### src/rtl/if_fetch_unit.sv
// -----------------------------------------------------------------------------
// if_fetch_unit
//
// Instruction-fetch stage between the PC register and the ID stage. Issues one
// request at a time to instruction memory, loads the IF/ID pipeline register,
// and tells the PC path to hold (if_stall) whenever no instruction is being
// handed to ID this cycle.
//
// Ports:
//   clk, rst                 clock, synchronous active-high reset
//   cpu_en                   global run enable
//   pc, nextPc               current PC and the value it loads at the coming edge
//   id_shouldStall           ID cannot take a new instruction
//   ex_shouldJumpOrBranch    flush; the PC loads the branch target at this edge
//   imem_req/addr            request to instruction memory (held until ack)
//   imem_ack/rdata           memory response
//   if_stall                 PC must hold this cycle (combinational)
//   id_valid/inst/pc         IF/ID pipeline register
// -----------------------------------------------------------------------------
module if_fetch_unit #(
    parameter logic [31:0] NOP_INST = 32'h00000000
) (
    input  logic        clk,
    input  logic        rst,
    input  logic        cpu_en,
    input  logic [31:0] pc,
    input  logic [31:0] nextPc,
    input  logic        id_shouldStall,
    input  logic        ex_shouldJumpOrBranch,
    output logic        imem_req,
    output logic [31:0] imem_addr,
    input  logic        imem_ack,
    input  logic [31:0] imem_rdata,
    output logic        if_stall,
    output logic        id_valid,
    output logic [31:0] id_inst,
    output logic [31:0] id_pc
);

    localparam logic [1:0] IDLE = 2'd0;
    localparam logic [1:0] REQ  = 2'd1;
    localparam logic [1:0] DROP = 2'd2;  // flushed request still waiting for its ack
    localparam logic [1:0] HOLD = 2'd3;  // word parked in buf_inst while ID is busy

    logic [1:0]  state_reg, state_next;
    logic [31:0] req_addr_reg, req_addr_next;
    logic [31:0] buf_inst_reg, buf_inst_next;
    logic        id_valid_reg;
    logic [31:0] id_inst_reg, id_pc_reg;

    logic        flush;
    logic        accept;
    logic [31:0] fetched_inst;

    assign flush  = cpu_en & ex_shouldJumpOrBranch;
    // An instruction moves into IF/ID only when one is available (fresh ack or
    // parked buffer) and nothing upstream or downstream objects.
    assign accept = cpu_en & ~flush & ~id_shouldStall &
                    (((state_reg == REQ) & imem_ack) | (state_reg == HOLD));

    // Kept independent of imem_rdata so the PC stall path stays short.
    assign if_stall  = ~accept;
    assign imem_req  = (state_reg == REQ) | (state_reg == DROP);
    assign imem_addr = req_addr_reg;

    assign fetched_inst = (state_reg == HOLD) ? buf_inst_reg : imem_rdata;

    always_comb begin
        state_next    = state_reg;
        req_addr_next = req_addr_reg;
        buf_inst_next = buf_inst_reg;
        case (state_reg)
            IDLE: begin
                if (cpu_en) begin
                    req_addr_next = pc;
                    state_next    = REQ;
                end
            end
            REQ: begin
                if (imem_ack) begin
                    if (flush) begin
                        state_next = IDLE;
                    end else if (accept) begin
                        // Back-to-back: the PC advances this edge, so fetch nextPc.
                        req_addr_next = nextPc;
                    end else begin
                        // ID stalled or run disabled: keep the word, finish the bus cycle.
                        buf_inst_next = imem_rdata;
                        state_next    = HOLD;
                    end
                end else if (flush) begin
                    // Address must stay put until the outstanding ack arrives.
                    state_next = DROP;
                end
            end
            DROP: begin
                if (imem_ack) begin
                    state_next = IDLE;
                end
            end
            HOLD: begin
                if (flush) begin
                    state_next = IDLE;
                end else if (accept) begin
                    req_addr_next = nextPc;
                    state_next    = REQ;
                end
            end
            default: state_next = IDLE;
        endcase
    end

    always_ff @(posedge clk) begin
        if (rst) begin
            state_reg    <= IDLE;
            req_addr_reg <= 32'd0;
            buf_inst_reg <= 32'd0;
            id_valid_reg <= 1'b0;
            id_inst_reg  <= 32'd0;
            id_pc_reg    <= 32'd0;
        end else begin
            state_reg    <= state_next;
            req_addr_reg <= req_addr_next;
            buf_inst_reg <= buf_inst_next;

            // IF/ID update: run-disable freezes, flush beats stall.
            if (!cpu_en) begin
                id_valid_reg <= id_valid_reg;
            end else if (flush) begin
                id_valid_reg <= 1'b0;
                id_inst_reg  <= NOP_INST;
                id_pc_reg    <= 32'd0;
            end else if (id_shouldStall) begin
                id_valid_reg <= id_valid_reg;
            end else if (accept) begin
                id_valid_reg <= 1'b1;
                id_inst_reg  <= fetched_inst;
                id_pc_reg    <= req_addr_reg;
            end else begin
                // Bubble: id_pc keeps its last value.
                id_valid_reg <= 1'b0;
                id_inst_reg  <= NOP_INST;
            end
        end
    end

    assign id_valid = id_valid_reg;
    assign id_inst  = id_inst_reg;
    assign id_pc    = id_pc_reg;

endmodule

### config.mk
export PLATFORM = sky130hd
export DESIGN_NAME = if_fetch_unit
export DESIGN_NICKNAME = d
export VERILOG_FILES = /design/src/rtl/if_fetch_unit.sv
export SDC_FILE = /design/constraint.sdc
export NUM_CORES = 1
export LEC_CHECK = 0
export CORE_UTILIZATION = 48
export DETAILED_ROUTE_END_ITERATION = 12
export GPL_TIMING_DRIVEN = 0
export PLACE_DENSITY = 0.92
export SYNTH_ARGS = -nofsm -noshare
export SYNTH_HDL_FRONTEND = slang
export SYNTH_SLANG_ARGS = --single-unit
### constraint.sdc
create_clock -name clk -period 5.5 [get_ports clk]
set_input_delay 0.825 -clock clk [delete_from_list [all_inputs] [get_ports clk]]
set_output_delay 0.825 -clock clk [all_outputs]
set_load 0.05 [all_outputs]
==> impl_metrics.json, run 1 <==
{
  "status": "finished clean",
  "start_util_pct": 49.1,
  "startpoint_type": "input port",
  "yosysTopAreaCell": "dfxtp_1",
  "stdcell_count": 1010,
  "grt_use_total_pct": 28.7,
  "max_freq_mhz": 214,
  "path_buf_inv": 5,
  "synth-seq-area-share_pct": 47.0,
  "cpPeakStageDelay_ns": 0.71,
  "clk_pin_slew_ns": 0.06,
  "hold_class": "reg2reg",
  "crit_fanout": 10,
  "grt_pass1_vias": 5343,
  "maxCapViolations": 0,
  "crit_arrival_ns": 3.85,
  "cts_buffers": 17,
  "cts_tree": "done",
  "numPlacedInstances": 978,
  "holdPathEnd": "buf_inst_reg[24]$_SDFFE_PP0P_",
  "cp_common_cell": "clkdlybuf4s50_1",
  "first_iter_violations": 402,
  "hold_viol": 0,
  "cp_top_family": "buffers and inverters",
  "synth_area_leaders": "dfxtp_1 47%, nand2_1 7.4%, mux2_2 6.5%",
  "ios": 201,
  "synthArstFlopShare_pct": 0,
  "dieHeight_um": 110,
  "layout_common_cells": "199 x clkdlybuf4s50_1, 131 x dfxtp_1, 110 x nand2_1, 69 x nor2_1, 43 x clkbuf_1",
  "coreArea_um2": 11400,
  "r2r-end": "imem_addr[12]$_SDFFE_PP0P_",
  "detail_route.wl_per_cell_um": 17.0,
  "rsz0062_at_grt": "false",
  "drive_gt1_share_pct": 9.23,
  "rr_startpoint": "state_reg[0]$_SDFFE_PP0P_",
  "setup_viol": 0,
  "power_density_nw_per_um2": 478,
  "ys_types": 33,
  "synth_ff_type": "dfxtp_1",
  "wl_met3_um": 1220,
  "cp-end-kind": "output pin",
  "syn_to_final_growth_pct": 50.0,
  "cts_max_level": 4,
  "worstMarginPinSlew_ns": 0.786,
  "fin_tns_setup_ns": 0,
  "firstDrtPassIters": 6,
  "synth_edf_count": 0,
  "top_layer_used": "met4",
  "final_common_cell": "clkdlybuf4s50_1",
  "clock_sinks": 131,
  "final_util_pct": 73.6,
  "die-area_um2": 12100,
  "portBuffers": 199,
  "required_ns": 4.68,
  "cts_resized": 0,
  "slew_viol_final": 0,
  "final_nets": 962,
  "critical_path.cell_chain": "clkdlybuf4s50_1 > or3b_1 > nor2_1 > clkbuf_1 > buf_1 > inv_1 > clkdlybuf4s50_1",
  "vdd_drop_max_v": 0.000411,
  "yosysTopAreaCellShare_pct": 47.0,
  "gr-total-overflow": 0,
  "skew_ns": 0.00872,
  "critPathLaunch": "cpu_en",
  "avgViaCountPerCell": 5.54,
  "r2r_setup_slack_ns": 2.50,
  "slowest_stage": "clkdlybuf4s50_1",
  "route.detailed.drc": 0,
  "cts_hold_buffers": 0,
  "hpwl_um": 11600,
  "hold_depth": 2,
  "clkLatencyLatePin_ns": 0.42,
  "netlist_instances": 636,
  "ys_ff_latch": 131,
  "totalWireLength_um": 17200,
  "mappedNetlistArea_um2": 5580,
  "synth_nets": 744,
  "critPathKind": "in2out",
  "wl_met1_um": 6870,
  "diodes": 0,
  "wl_met2_um": 8510,
  "final_antenna_net_count": 0,
  "gp_congestion": 0.832,
  "synth.avg_cell_area_um2": 8.77,
  "fin_crit_sh_pct": 85.0,
  "rows": 39,
  "clock_path_buffers": 2,
  "post-cts-setup-buffers": 0,
  "grt_first_pass_wirelength_um": 26100,
  "p_leak_nw": 2.94,
  "maxSlewHeadroom_pct": 47.6,
  "yosys_warnings": 0,
  "reg2reg_depth": 8,
  "hold_start": "buf_inst_reg[24]$_SDFFE_PP0P_",
  "via_count": 5596,
  "cts-root-buf": "clkbuf_16",
  "dieWidth_um": 110,
  "antenna_found_initial": 0,
  "grt_max_degree": 17,
  "min_period_ns": 4.67
}
stage by stage:
stage               area [um2]  setup slack [ns]  hold slack, ns  total power [mW]
floorplan                 5580              2.43           0.433              2.28
global placement          7750             0.890           0.439              2.78
detailed placement        7750             0.869           0.445              2.81
CTS                       8370             0.814           0.452              4.00
global route              8370             0.651           0.469              4.16
finish                    8370             0.825           0.450              4.00
worst max-delay path by stage:
stage	endpoint	slack (ns)	cells past startpoint
3_5_place_dp	if_stall	0.87	7
4_1_cts	if_stall	0.81	7
5_1_grt	if_stall	0.65	7
2_1_floorplan	if_stall	2.43	5
3_3_place_gp	if_stall	0.89	7
6_report	if_stall	0.83	7
cell families (layout without fill, tap and decap cells):
logic type,Yosys count,after routing,synth area share [%]
compound gates,140,140,17.4
fa+ha+maj,6,6,1.35
buf+inv,60,291,4.46
flops,131,131,47.0
mux,42,42,8.25
simple gates,257,257,21.6
routing by layer:
layer  up-vias  GRT usage, %
met5         -             0
met4         0          13.9
met3        47          7.35
met2       241          51.0
met1      2671          31.7
li1       2637             -
area by class of cell:
cell class                 count  area, um2
clock inverter                15        195
inverter                       6       22.5
sequential                   131       2620
buffer                        54        226
clock buffer                  17        425
multi-input combinational    445       2710
tap                          143        179
timing repair buffer         199       1990
fill                         783       3000
synth_stat cells (all sizes together), types with 2 or more instances:
library cell and number:
a211oi 10, a21oi 36, a22oi 32, a311oi 23, buf 11, clkbuf 43
dfxtp 131, ha 6, inv 6, mux2 32, mux2i 10, nand2 110
nand2b 35, nand3b 34, nor2 69, nor2b 3, o21a 2, o21ai 33
where the power goes:
part	switching [mW]	internal, mW	leakage [nW]
Clock	0.459	0.727	0.298
Sequential	0.120	1.10	1.06
Combinational	1.03	0.562	1.58
worst min-delay path: stages (launching register included):
cell and delay, ns:
dfxtp_1 0.30, nand2_1 0.05, a21oi_1 0.05
Power figures use the tool's default switching activity.
==> run 2, diff against run 1 <==
--- a/config.mk
+++ b/config.mk
@@ -5,10 +5,10 @@
 export SDC_FILE = /design/constraint.sdc
 export NUM_CORES = 1
 export LEC_CHECK = 0
-export CORE_UTILIZATION = 48
+export CORE_UTILIZATION = 45
 export DETAILED_ROUTE_END_ITERATION = 12
 export GPL_TIMING_DRIVEN = 0
-export PLACE_DENSITY = 0.92
+export PLACE_DENSITY = 0.87
 export SYNTH_ARGS = -nofsm -noshare
 export SYNTH_HDL_FRONTEND = slang
 export SYNTH_SLANG_ARGS = --single-unit
==> constraint.sdc (replaced) <==
create_clock -name clk -period 4.85 [get_ports clk]
set_input_delay 0.7275 -clock clk [delete_from_list [all_inputs] [get_ports clk]]
set_output_delay 0.7275 -clock clk [all_outputs]
set_load 0.05 [all_outputs]
==> run 2 against run 1 <==
Effect of this change: via count is 1.7% lower; combinational power is 13% higher; setup slack worse by 0.47 ns; flip-flop and latch count stayed put; highest routed layer unchanged; utilization is 3.6 points lower; largest power group unchanged; register-to-register slack worse by 0.60 ns; clock skew is 0.00089 ns higher; sequential power is 13% higher; wire length is 1.5% lower.
==> impl_metrics.json, run 2 (synthesis results as in run 1) <==
{
  "route.detailed.drc": 0,
  "clock_path_buffers": 2,
  "post-cts-setup-buffers": 0,
  "fin_tns_setup_ns": 0,
  "totalWireLength_um": 16900,
  "seq_area_um2": 2620,
  "cts_hold_buffers": 0,
  "final_cell_area_um2": 8440,
  "ios": 201,
  "power_density_nw_per_um2": 546,
  "cts_resized": 0,
  "dieHeight_um": 113,
  "portBuffers": 199,
  "cts_buffers": 17,
  "diodes": 0,
  "drive_gt1_share_pct": 9.00,
  "clk_pin_slew_ns": 0.05,
  "slowest_stage": "clkdlybuf4s50_1",
  "crit_arrival_ns": 3.77,
  "min_period_ns": 4.50,
  "hold_class": "reg2reg",
  "firstDrtPassIters": 6,
  "startpoint_type": "input port",
  "avgViaCountPerCell": 5.31,
  "hold_depth": 2,
  "p_leak_nw": 2.97,
  "hold_slack_ns": 0.450,
  "r2r_setup_slack_ns": 1.90,
  "holdPathEnd": "buf_inst_reg[16]$_SDFFE_PP0P_",
  "cp-end-kind": "output pin",
  "grt_first_pass_wirelength_um": 27000,
  "rsz0062_at_grt": "false",
  "grt_use_total_pct": 26.9,
  "worstMarginPinSlew_ns": 0.739,
  "status": "finished clean",
  "final_common_cell": "clkdlybuf4s50_1",
  "post_dp_cell_area_um2": 7780,
  "rows": 40,
  "die-area_um2": 12800,
  "clkLatencyLatePin_ns": 0.41,
  "critical_path.cell_chain": "clkdlybuf4s50_1 > or3b_1 > nor2_1 > clkbuf_1 > buf_1 > inv_1 > clkdlybuf4s50_1",
  "r2r-end": "imem_addr[0]$_SDFFE_PP0P_",
  "detail_route.wl_per_cell_um": 16.4,
  "grt_max_degree": 17,
  "max_freq_mhz": 222,
  "layout_common_cells": "199 x clkdlybuf4s50_1, 131 x dfxtp_1, 110 x nand2_1, 69 x nor2_1, 45 x clkbuf_1",
  "hpwl_um": 11900,
  "hold_start": "buf_inst_reg[16]$_SDFFE_PP0P_",
  "top_layer_used": "met4",
  "crit_fanout": 10,
  "coreArea_um2": 12100,
  "hold_viol": 0,
  "rr_startpoint": "state_reg[0]$_SDFFE_PP0P_",
  "cts_max_level": 4,
  "wl_met3_um": 1130,
  "required_ns": 4.12,
  "critPathKind": "in2out",
  "multi_input_area_um2": 2710,
  "wl_met2_um": 8370,
  "vdd_drop_max_v": 0.000243,
  "cpPeakStageDelay_ns": 0.72,
  "first_iter_violations": 472,
  "antenna_found_initial": 0,
  "maxSlewHeadroom_pct": 50.7,
  "gp_congestion": 0.809,
  "nFillCells": 904,
  "wl_met1_um": 7000,
  "via_count": 5499,
  "skew_ns": 0.00961,
  "slew_viol_final": 0,
  "setup_viol": 0,
  "cts-root-buf": "clkbuf_16",
  "fin_crit_sh_pct": 92.7,
  "final_nets": 962,
  "cts_tree": "done",
  "syn_to_final_growth_pct": 51.3,
  "maxCapViolations": 0,
  "dieWidth_um": 113,
  "start_util_pct": 46.3,
  "grt_pass1_vias": 5430,
  "gr-total-overflow": 0,
  "reg2reg_depth": 7,
  "cp_common_cell": "clkdlybuf4s50_1",
  "final_antenna_net_count": 0,
  "clock_sinks": 131
}
==> run 2: where the power goes <==
part / internal [mW] / total [mW] / switching (mW)
clock: 0.965 / 1.43 / 0.463
combinational: 0.637 / 1.80 / 1.16
sequential: 1.25 / 1.38 / 0.131
total: 2.86 / 4.61 / 1.75
==> run 2: layer usage <==
layer	vias up	GRT usage (%)
met1	2588	32.4
met4	0	11.1
met3	40	7.02
met2	237	45.6
met5	-	0
li1	2634	-
==> run 2: worst max-delay path by stage <==
stage	start	end	slack [ns]
5_1_grt	cpu_en	if_stall	0.16
2_1_floorplan	ex_shouldJumpOrBranch	if_stall	1.98
3_5_place_dp	cpu_en	if_stall	0.40
4_1_cts	cpu_en	if_stall	0.35
3_3_place_gp	cpu_en	if_stall	0.40
6_report	cpu_en	if_stall	0.35
==> run 2: stage by stage <==
stage	setup WS [ns]	cells	power (mW)	utilization, %
2_1_floorplan	1.98	636	2.59	-
3_3_place_gp	0.399	1003	3.16	64.5
3_5_place_dp	0.400	1003	3.19	64.5
4_1_cts	0.347	1035	4.62	70.0
5_1_grt	0.160	1035	4.81	70.0
6_report	0.355	1035	4.61	70.0
==> run 2: final cells by class <==
class | instances | area share [%]
Buffer | 54 | 2.68
Clock buffer | 23 | 5.78
Clock inverter | 9 | 2.06
Inverter | 6 | 0.267
Multi-Input combinational cell | 445 | 32.1
Sequential cell | 131 | 31.1
Tap cell | 168 | 2.49
Timing Repair Buffer | 199 | 23.6
==> run 2: worst max-delay path, delay by kind of cell <==
kind	cells	cell delay (ns)
simple gates	2	0.62
buf+inv	5	2.41
==> patch: new RTL, flow settings as in run 2 <==
`req_addr_reg` no longer has a reset.
--- a/src/rtl/if_fetch_unit.sv
+++ b/src/rtl/if_fetch_unit.sv
@@ -114,5 +114,4 @@
         if (rst) begin
             state_reg    <= IDLE;
-            req_addr_reg <= 32'd0;
             buf_inst_reg <= 32'd0;
             id_valid_reg <= 1'b0;
@@ -121,5 +120,4 @@
         end else begin
             state_reg    <= state_next;
-            req_addr_reg <= req_addr_next;
             buf_inst_reg <= buf_inst_next;
 
@@ -145,4 +143,8 @@
     end
 
+    always_ff @(posedge clk) begin
+        req_addr_reg <= req_addr_next;
+    end
+
     assign id_valid = id_valid_reg;
     assign id_inst  = id_inst_reg;
Function: changed (Yosys sat finds a counterexample within 4 cycles, from zero or initial values and one cycle with rst high).
==> patch against run 2 <==
- sequential share of layout area is 3.7 points higher
- setup slack better by 740 ps
- area after synthesis hardly changed
- routed wire length is 1.3% higher
- power is 4.0% lower
- register-to-register slack better by 350 ps
- sequential cell count stayed put
- cell area is 0.36% higher
- die area hardly changed
==> patch: results (changes against run 2) <==
INFO  metric fin_skew = 6.80 ps (-2.81 ps)
INFO  metric groute.layer.met1.usage = 27.2% (-5.3 points)
INFO  metric ff2ff_setup_slack = 2250 ps (+350 ps)
INFO  metric met1_length = 6.31 mm (-9.8%)
INFO  metric vias_in_the_first_global_route = 5,398 (-0.59%)
INFO  metric reg2reg_depth = 5 (-2)
INFO  metric synth.area.top_cells = dfxtp_1 36%, edfxtp_1 17%, mux2_2 13%, nand3b_1 4.6%, nand2_1 4.3%
INFO  metric status = finished, final reports clean
INFO  metric synth-seq-area-share = 52.8% (+5.8 points)
INFO  metric synth_edf_count = 32 (+32)
INFO  metric max-vdd-ir-drop = 0.000434 V (+79%)
INFO  metric power_frac_comb = 33.8% (-5.2 points)
INFO  metric fraction_of_final_layout_cells_with_drive_strength_greater_than_1 = 15.9% (+6.9 points)
INFO  metric grt_pass1_wl = 26.8 mm (-0.84%)
INFO  metric met2_wirelength = 8.91 mm (+6.5%)
INFO  metric buffers_excl_clock = 241 (-4.7%)
INFO  metric wl_met3 = 1.51 mm (+33%)
INFO  metric synthMuxAreaShare = 13.1% (+4.9 points)
INFO  metric leakage = 2.95 nW (-0.82%)
INFO  metric synth.top_cells.by_count = 99 x dfxtp_1, 64 x mux2_2, 64 x nand2_1
INFO  metric vias_per_cell = 5.34 (+0.46%)
INFO  metric crit-reg2reg-capture = imem_addr[20]
INFO  metric pin_count_of_the_biggest_net_entering_global_routing = 33 (+16)
INFO  metric firstDrtPassIters = 5 (-1)
INFO  metric net_count_final = 864 (-10%)
INFO  metric multi_input_area_share = 28.4% (-3.7 points)
INFO  metric groute.usage.overall = 27.6% (+0.64 points)
INFO  metric pin_slew_with_the_least_headroom_to_its_limit = 822 ps (+82.9 ps)
INFO  metric detail_route.wirelength = 17.2 mm (+1.3%)
INFO  metric drtIter0Drc = 353 (-25%)
INFO  metric fillers = 836 (-7.5%)
INFO  metric grt_use_met2 = 51.2% (+5.5 points)
[patch: cell types whose count changed after synthesis, sizes merged, moves of 19 or more]
cell,delta
edfxtp,+32
a311oi,-23
dfxtp,-32
mux2,+32
nand2,-46
nor2,-31
clkbuf,-19
[patch: critical path: cells and delay by family]
family / cells / cell delay [ps]
AND/OR/NAND/NOR: 2 / 590
buffers and inverters: 5 / 1700
[patch: metrics by stage]
stage / power (mW) / utilization [%] / instances / area, µm² / setup WS, ps
global route: 4.57 / 70.2 / 937 / 8470 / 1020
floorplan: 2.45 / - / 537 / 5580 / 2410
CTS: 4.44 / 70.2 / 937 / 8470 / 1110
finish: 4.42 / 70.2 / 937 / 8470 / 1100
detailed placement: 2.98 / 64.6 / 905 / 7790 / 1110
global placement: 2.94 / 64.6 / 905 / 7790 / 1140
